**src/rtl/latch_word_fifo.sv**
```systemverilog
// latch_word_fifo: valid/ready FIFO ahead of the latch storage array, with one-hot write strobes.
// Optional macro FIFO_BYPASS_EN adds a same-cycle pass-through path when the FIFO is empty.
module latch_word_fifo #(
  parameter int WIDTH = 8,
  parameter int DEPTH = 4,
  localparam int PW = $clog2(DEPTH)
) (
  input  logic             clk,
  input  logic             rst,
  input  logic             in_valid,
  output logic             in_ready,
  input  logic [WIDTH-1:0] in_data,
  output logic             out_valid,
  input  logic             out_ready,
  output logic [WIDTH-1:0] out_data,
  output logic [PW:0]      count,
  output logic [DEPTH-1:0] word_we
);

  localparam logic [PW:0] FULL_CNT = (PW+1)'(DEPTH);
  localparam logic [PW:0] ONE_CNT  = (PW+1)'(1);
  localparam logic [PW-1:0] ONE_PTR = PW'(1);

  logic [WIDTH-1:0] mem_q [DEPTH];
  logic [PW-1:0]    wr_ptr_q, wr_ptr_d;
  logic [PW-1:0]    rd_ptr_q, rd_ptr_d;
  logic [PW:0]      count_q, count_d;
  logic             empty, full, byp, push, pop;

  assign empty    = (count_q == '0);
  assign full     = (count_q == FULL_CNT);
  assign in_ready = ~full;
  assign count    = count_q;

`ifdef FIFO_BYPASS_EN
  // Empty FIFO forwards the producer word straight to the consumer.
  assign byp       = empty & in_valid & out_ready;
  assign out_valid = ~empty | in_valid;
  assign out_data  = empty ? in_data : mem_q[rd_ptr_q];
`else
  assign byp       = 1'b0;
  assign out_valid = ~empty;
  assign out_data  = mem_q[rd_ptr_q];
`endif

  assign push = in_valid & ~full & ~byp;
  assign pop  = ~empty & out_ready;

  always_comb begin
    word_we = '0;
    if (push) word_we[wr_ptr_q] = 1'b1;
  end

  always_comb begin
    wr_ptr_d = push ? wr_ptr_q + ONE_PTR : wr_ptr_q;
    rd_ptr_d = pop ? rd_ptr_q + ONE_PTR : rd_ptr_q;
    unique case ({push, pop})
      2'b10:   count_d = count_q + ONE_CNT;
      2'b01:   count_d = count_q - ONE_CNT;
      default: count_d = count_q;
    endcase
  end

  always_ff @(posedge clk) begin
    if (rst) begin
      wr_ptr_q <= '0;
      rd_ptr_q <= '0;
      count_q  <= '0;
    end else begin
      wr_ptr_q <= wr_ptr_d;
      rd_ptr_q <= rd_ptr_d;
      count_q  <= count_d;
    end
  end

  // Storage is never cleared; only the pointers and count define contents.
  always_ff @(posedge clk) begin
    if (push && !rst) mem_q[wr_ptr_q] <= in_data;
  end

endmodule

```
**config.mk**
```make
export PLATFORM = sky130hd
export DESIGN_NAME = latch_word_fifo
export DESIGN_NICKNAME = d
export VERILOG_FILES = /design/src/rtl/latch_word_fifo.sv
export SDC_FILE = /design/constraint.sdc
export NUM_CORES = 1
export LEC_CHECK = 0
export BUFFER_PORTS_ARGS = -buffer_cell sky130_fd_sc_hd__buf_4
export CORE_UTILIZATION = 40
export CTS_BUF_LIST = sky130_fd_sc_hd__clkbuf_2
export CTS_CLUSTER_DIAMETER = 120
export DETAILED_ROUTE_END_ITERATION = 10
export PLACE_DENSITY = 0.63
export SYNTH_ARGS = -nofsm -noshare
export SYNTH_HDL_FRONTEND = slang
export SYNTH_SLANG_ARGS = --single-unit
```
**constraint.sdc**
```tcl
create_clock -name clk -period 3 [get_ports clk]
set_input_delay 0.3 -clock clk [delete_from_list [all_inputs] [get_ports clk]]
set_output_delay 0.3 -clock clk [all_outputs]
set_load 0.02 [all_outputs]
```
After elaboration in Yosys (flattened, before gate mapping)
Memory sizes are Yosys's and may differ from the RTL's. A register that Yosys moved wholly into a read port is not among the register bits. Index checks and enable logic that the tools add are counted.

Add/sub/neg operators: 4. Magnitude comparators: 2. Equality and inequality tests: 3. Multiplexer cells: 8. Bitwise operators: 4. Reductions and logical operators: 5.

Operators with widths (number): 3-bit one-hot mux with 2 select lines (1); 2-bit by 1-bit adder with 2-bit output, second input constant (2); 2-bit 2-to-1 mux (2); 4-bit 2-to-1 mux (1); 3-bit by 1-bit adder with 3-bit output, second input constant (1); 3-bit == test, second input constant (1); 3-bit logical NOT (1); 2-bit by 3-bit < comparator with 1-bit output, second input constant (1); 1-bit 2-to-1 mux (3); 3-bit by 1-bit subtractor with 3-bit output, second input constant (1); 1-bit AND (2); 1-bit demux with 2-bit select (1); 2-bit by 1-bit == test with 1-bit output, second input constant (1); 2-bit == test, second input constant (1); 2-bit by 1-bit >= comparator with 1-bit output, second input constant (1); 1-bit logical AND (2); 1-bit NOT (2); 2-bit nonzero test (1); 1-bit logical NOT (1).

Bits in registers: 7. Memory bits (writable): 32. Bits of input ports: 12. Output and inout bits: 17. Logic and storage cells: 30. Memories kept: 1.

Memories: mem_q (words 4, bits a word 8, rd ports 1, clocked after Yosys merged registers in 1, write ports 1, line 24) `logic [WIDTH-1:0] mem_q [DEPTH];`.

Depth between registers and ports, before layout
Depth after elaboration: 6. Mapped depth: 9. Gate-level depth less buffers: 9.

Worst setup path before layout
Ideal clock, no wire load.

Kind: register -> register. From: reg count_q[2] (netlist: count[2]). To: reg count_q[2] (netlist: count[2]). Setup time: 0.071 ns. Data arrival time: 2.518 ns. Required time: 2.929 ns. Slack: 0.411 ns. Cell stages (with the launch flop): 10. Path buffers: 0. Period minus slack after synthesis: 2.589 ns. Cells stage by stage: dfxtp_1 > or3b_4 > and2_4 > inv_1 > ha_1 > inv_1 > fa_1 > xor2_1 > or3_2 > a21oi_1.

Word-level cells in the longest chain between the ends: 5. Elaborated cells on any way between the ends: 12. Classes of those cells: add/sub (2); eq/ne (3); mux (1); bitwise (4); reduce/logical (2).

RTL lines: start, declared (line 27) `logic [PW:0] count_q, count_d;`; start signal, assigned (line 72) `count_q <= count_d;`; 3-bit == test * (line 31) `assign full = (count_q == FULL_CNT);`; 1-bit NOT *; via in_ready (line 11) `output logic in_ready,`; 1-bit AND * (line 46) `assign push = in_valid & ~full & ~byp;`; 2-bit by 1-bit == test with 1-bit output or 2-bit == test (tied branches) (line 57) `unique case ({push, pop})`; 3-bit one-hot mux with 2 select lines or 2-bit nonzero test (tied branches).

The timed path passes the listed nets; every way through them passes the cells marked *. A chain may end at the register's enable or synchronous reset.

Worst setup path in the final report
From: reg count_q[2] (netlist: count[2]). To: reg count_q[2] (netlist: count[2]).

Word-level cells in the longest chain between the ends: 5. Elaborated cells on any way between the ends: 12. Classes of those cells: add/sub (2); eq/ne (3); mux (1); bitwise (4); reduce/logical (2).

RTL lines (line): 3-bit == test or 3-bit logical NOT (tied branches) (31, 30); 1-bit NOT, on equally long branches (46, 47); 1-bit AND, on equally long branches (46, 47); 2-bit by 1-bit == test with 1-bit output or 2-bit == test (tied branches) (57); 3-bit one-hot mux with 2 select lines or 2-bit nonzero test (tied branches).

Several ways; a longest one is shown, not always the timed one.

==> results_dict.tcl <==
set metrics [dict create \
    cpMostUsedCell "inv_1" \
    clock_latency_ns 0.39 \
    dieArea_sq_mm 0.004438 \
    cp_cell_sequence "or3b_4 -> and2_4 -> inv_1 -> ha_1 -> inv_1 -> fa_1 -> xor2_1 -> or3_2 -> a21oi_1" \
    wirelength_um 2893 \
    r2r_slack_ns 0.38 \
    final_layout_size_suffix_gt1_share_pct 43.28 \
    p_total_mw 1.681 \
    min_from "in_data[6]" \
    power.density_mw_per_mm2 819.6 \
    wire_per_inst_um 15.72 \
    synth_seq_cells 41 \
    fmax_mhz 381.5 \
    numPortBuffers 28 \
    ant_nets 0 \
    grt_max_degree 15 \
    syn-instance-count 97 \
    final_cell_mix "buf_4 (32), edfxtp_1 (32), dfxtp_1 (9)" \
    postCtsSetupBuffers 0 \
    cts_root_buffer "clkbuf_2" \
    syn_area_per_cell_sq_um 17.22 \
    holdCritPathClass "input port to flop" \
    fin_worst_skew_ns 0.02663 \
    gp_congestion 0.8295 \
    viasPerCell 4.978 \
    synth.top_cell.area_share_pct 57.53 \
    track_usage_pct 15.40 \
    tightest_slew_ns 0.5841 \
    cts.clk_slew.worst_paths_ns 0.21 \
    nets 151 \
    synth_area_leader_cell "edfxtp_1" \
    antenna_found_initial 0 \
    reg2reg_depth 9 \
    synth_area_leaders "edfxtp_1 (58%), dfxtp_1 (11%), mux4_2 (11%)" \
    cp-startpoint "count[2]" \
    dpl.hpwl_um 1981 \
    critPathSlowestCell "dfxtp_1" \
    antennaDiodeCount 0 \
    fillers 344 \
    yosysUniqueCellTypes 24 \
    drcViolationCount 0 \
    cts.sinks 41 \
    slew_headroom_pct 61.01 \
    syn_to_final_growth_pct 22.77 \
    core-area_sq_mm 0.004000 \
    htree_levels 2 \
    critPathRequiredTime_ns 3.33 \
    hold_depth 1 \
    rows 23 \
    ys_seq_area_share_pct 68.31 \
    r2r-start "count[2]" \
    tns_ns 0 \
    fin_crit_sh_pct 87.38 \
    grt_pass1_vias 939 \
    critical_path_peak_fanout 7 \
    finalSetupViolations 0 \
    end_kind "flop" \
    max_stage_delay_ns 0.46 \
    num_io_pins 29 \
    die_w_um 66.62 \
    ctsHoldBuffers 0 \
    rsz0062_at_grt "no" \
    cts_tree "yes" \
    critical_path.startpoint_type "flop" \
    status "finished, final reports clean" \
    min_to "mem_q[1][6]" \
    fin_crit_ns 2.621 \
    ir_drop_uv 454.6 \
    max-cap-violations 0 \
    post-route-util_pct 51.27 \
    netlist_area_sq_mm 0.001670 \
    synth_fp_nets 115 \
    start_util_pct 41.76 \
    final_hold_viol_count 0 \
    numCtsBuffers 5 \
    slew_viol_final 0 \
    die_y_um 66.62 \
    timing.rr.end "count[2]" \
    grt_remaining_overflow 0 \
    vias 916 \
    cp.arrival_ns 2.95 \
    power_leakage_nw 0.7680 \
    drt-initial-drc-count 47 \
    crit_type "flop to flop" \
    synth_warnings 0 \
    cts_buffer_depth 2 \
    cts_resized 0 \
    drtPass1Iterations 4 \
    grt_pass1_wl_um 4678 \
]
## worst max-delay path by stage
stage | endpoint | slack [ns]
6_report | count[2] | 0.38
5_1_grt | count[2] | 0.22
4_1_cts | count[2] | 0.38
3_5_place_dp | count[2] | 0.41
3_3_place_gp | count[2] | 0.53
2_1_floorplan | count[2] | 0.41
## metrics by stage
step | setup WS, ns | hold slack, ns | std cells | cell area, sq um
final | 0.3787 | 0.08703 | 184 | 2051
after global routing | 0.2159 | 0.04795 | 184 | 2051
after CTS | 0.3774 | 0.06119 | 184 | 2051
after detailed placement | 0.4147 | 0.5029 | 176 | 1961
after global placement | 0.5259 | 0.4988 | 176 | 1961
after floorplan | 0.4109 | 0.3989 | 97 | 1670
## worst max-delay path, delay by kind of cell (launching register included)
| family | cells | cell delay [ns] |
|---|---|---|
| AOI/OAI and AO/OA | 1 | 0.16 |
| xor gates and xnor gates | 1 | 0.16 |
| adders and majority gates | 2 | 0.57 |
| buffers and inverters | 2 | 0.19 |
| DFF | 1 | 0.46 |
| and+or+nand+nor | 3 | 1.03 |
## per-layer routing
metal | global-route usage [%] | share of wire, % | up-vias
met4 | 6.383 | 1.7 | 0
met5 | 0 | 0 | -
met2 | 26.64 | 53 | 24
met3 | 5.308 | 4.2 | 5
li1 | - | - | 433
met1 | 17.08 | 41 | 454
## registers in the layout (all words and copies together) (netlist names), named ones only
signal    cells
mem_q        32
count         3
rd_ptr_q      2
wr_ptr_q      2
## cell families after synthesis
logic type	count (synthesis)	share of synthesized area, %
flip-flops	41	68.31
AND/OR/NAND/NOR	22	8.240
multiplexers	10	12.28
buffers and inverters	9	2.097
adder cells (fa/ha/maj)	6	4.944
AO/OA/AOI/OAI	5	2.022
XOR/XNOR	4	2.098
## cells in the mapped netlist
cell / n
and3_2: 4
o21ai_0: 1
edfxtp_1: 32
clkbuf_1: 1
or3_2: 2
dfxtp_1: 9
mux2_4: 1
mux2i_1: 1
o311ai_0: 1
and2_4: 1
xor2_1: 3
buf_1: 1
or3b_4: 1
ha_1: 5
inv_1: 6
nand2b_1: 2
buf_2: 1
o31a_2: 1
nor2_1: 8
fa_1: 1
mux4_2: 8
xnor2_1: 1
a21oi_1: 2
nor3b_1: 4
## final cells by class
| type | count | area, sq um | area share, % |
|---|---|---|---|
| inverter | 6 | 22.52 | 1.098 |
| clock inverter | 3 | 65.06 | 3.173 |
| clock buffer | 5 | 25.02 | 1.220 |
| multi-input combinational | 47 | 494.2 | 24.10 |
| tap | 50 | 62.56 | 3.051 |
| timing repair buffer | 32 | 240.2 | 11.71 |
| sequential | 41 | 1141 | 55.64 |
## power by group
part	internal [mW]	switching (mW)
logic	0.274	0.258
registers	0.674	0.0799
clock network	0.223	0.172
total	1.17	0.510
No activity file was read; power rests on OpenSTA's default activity.
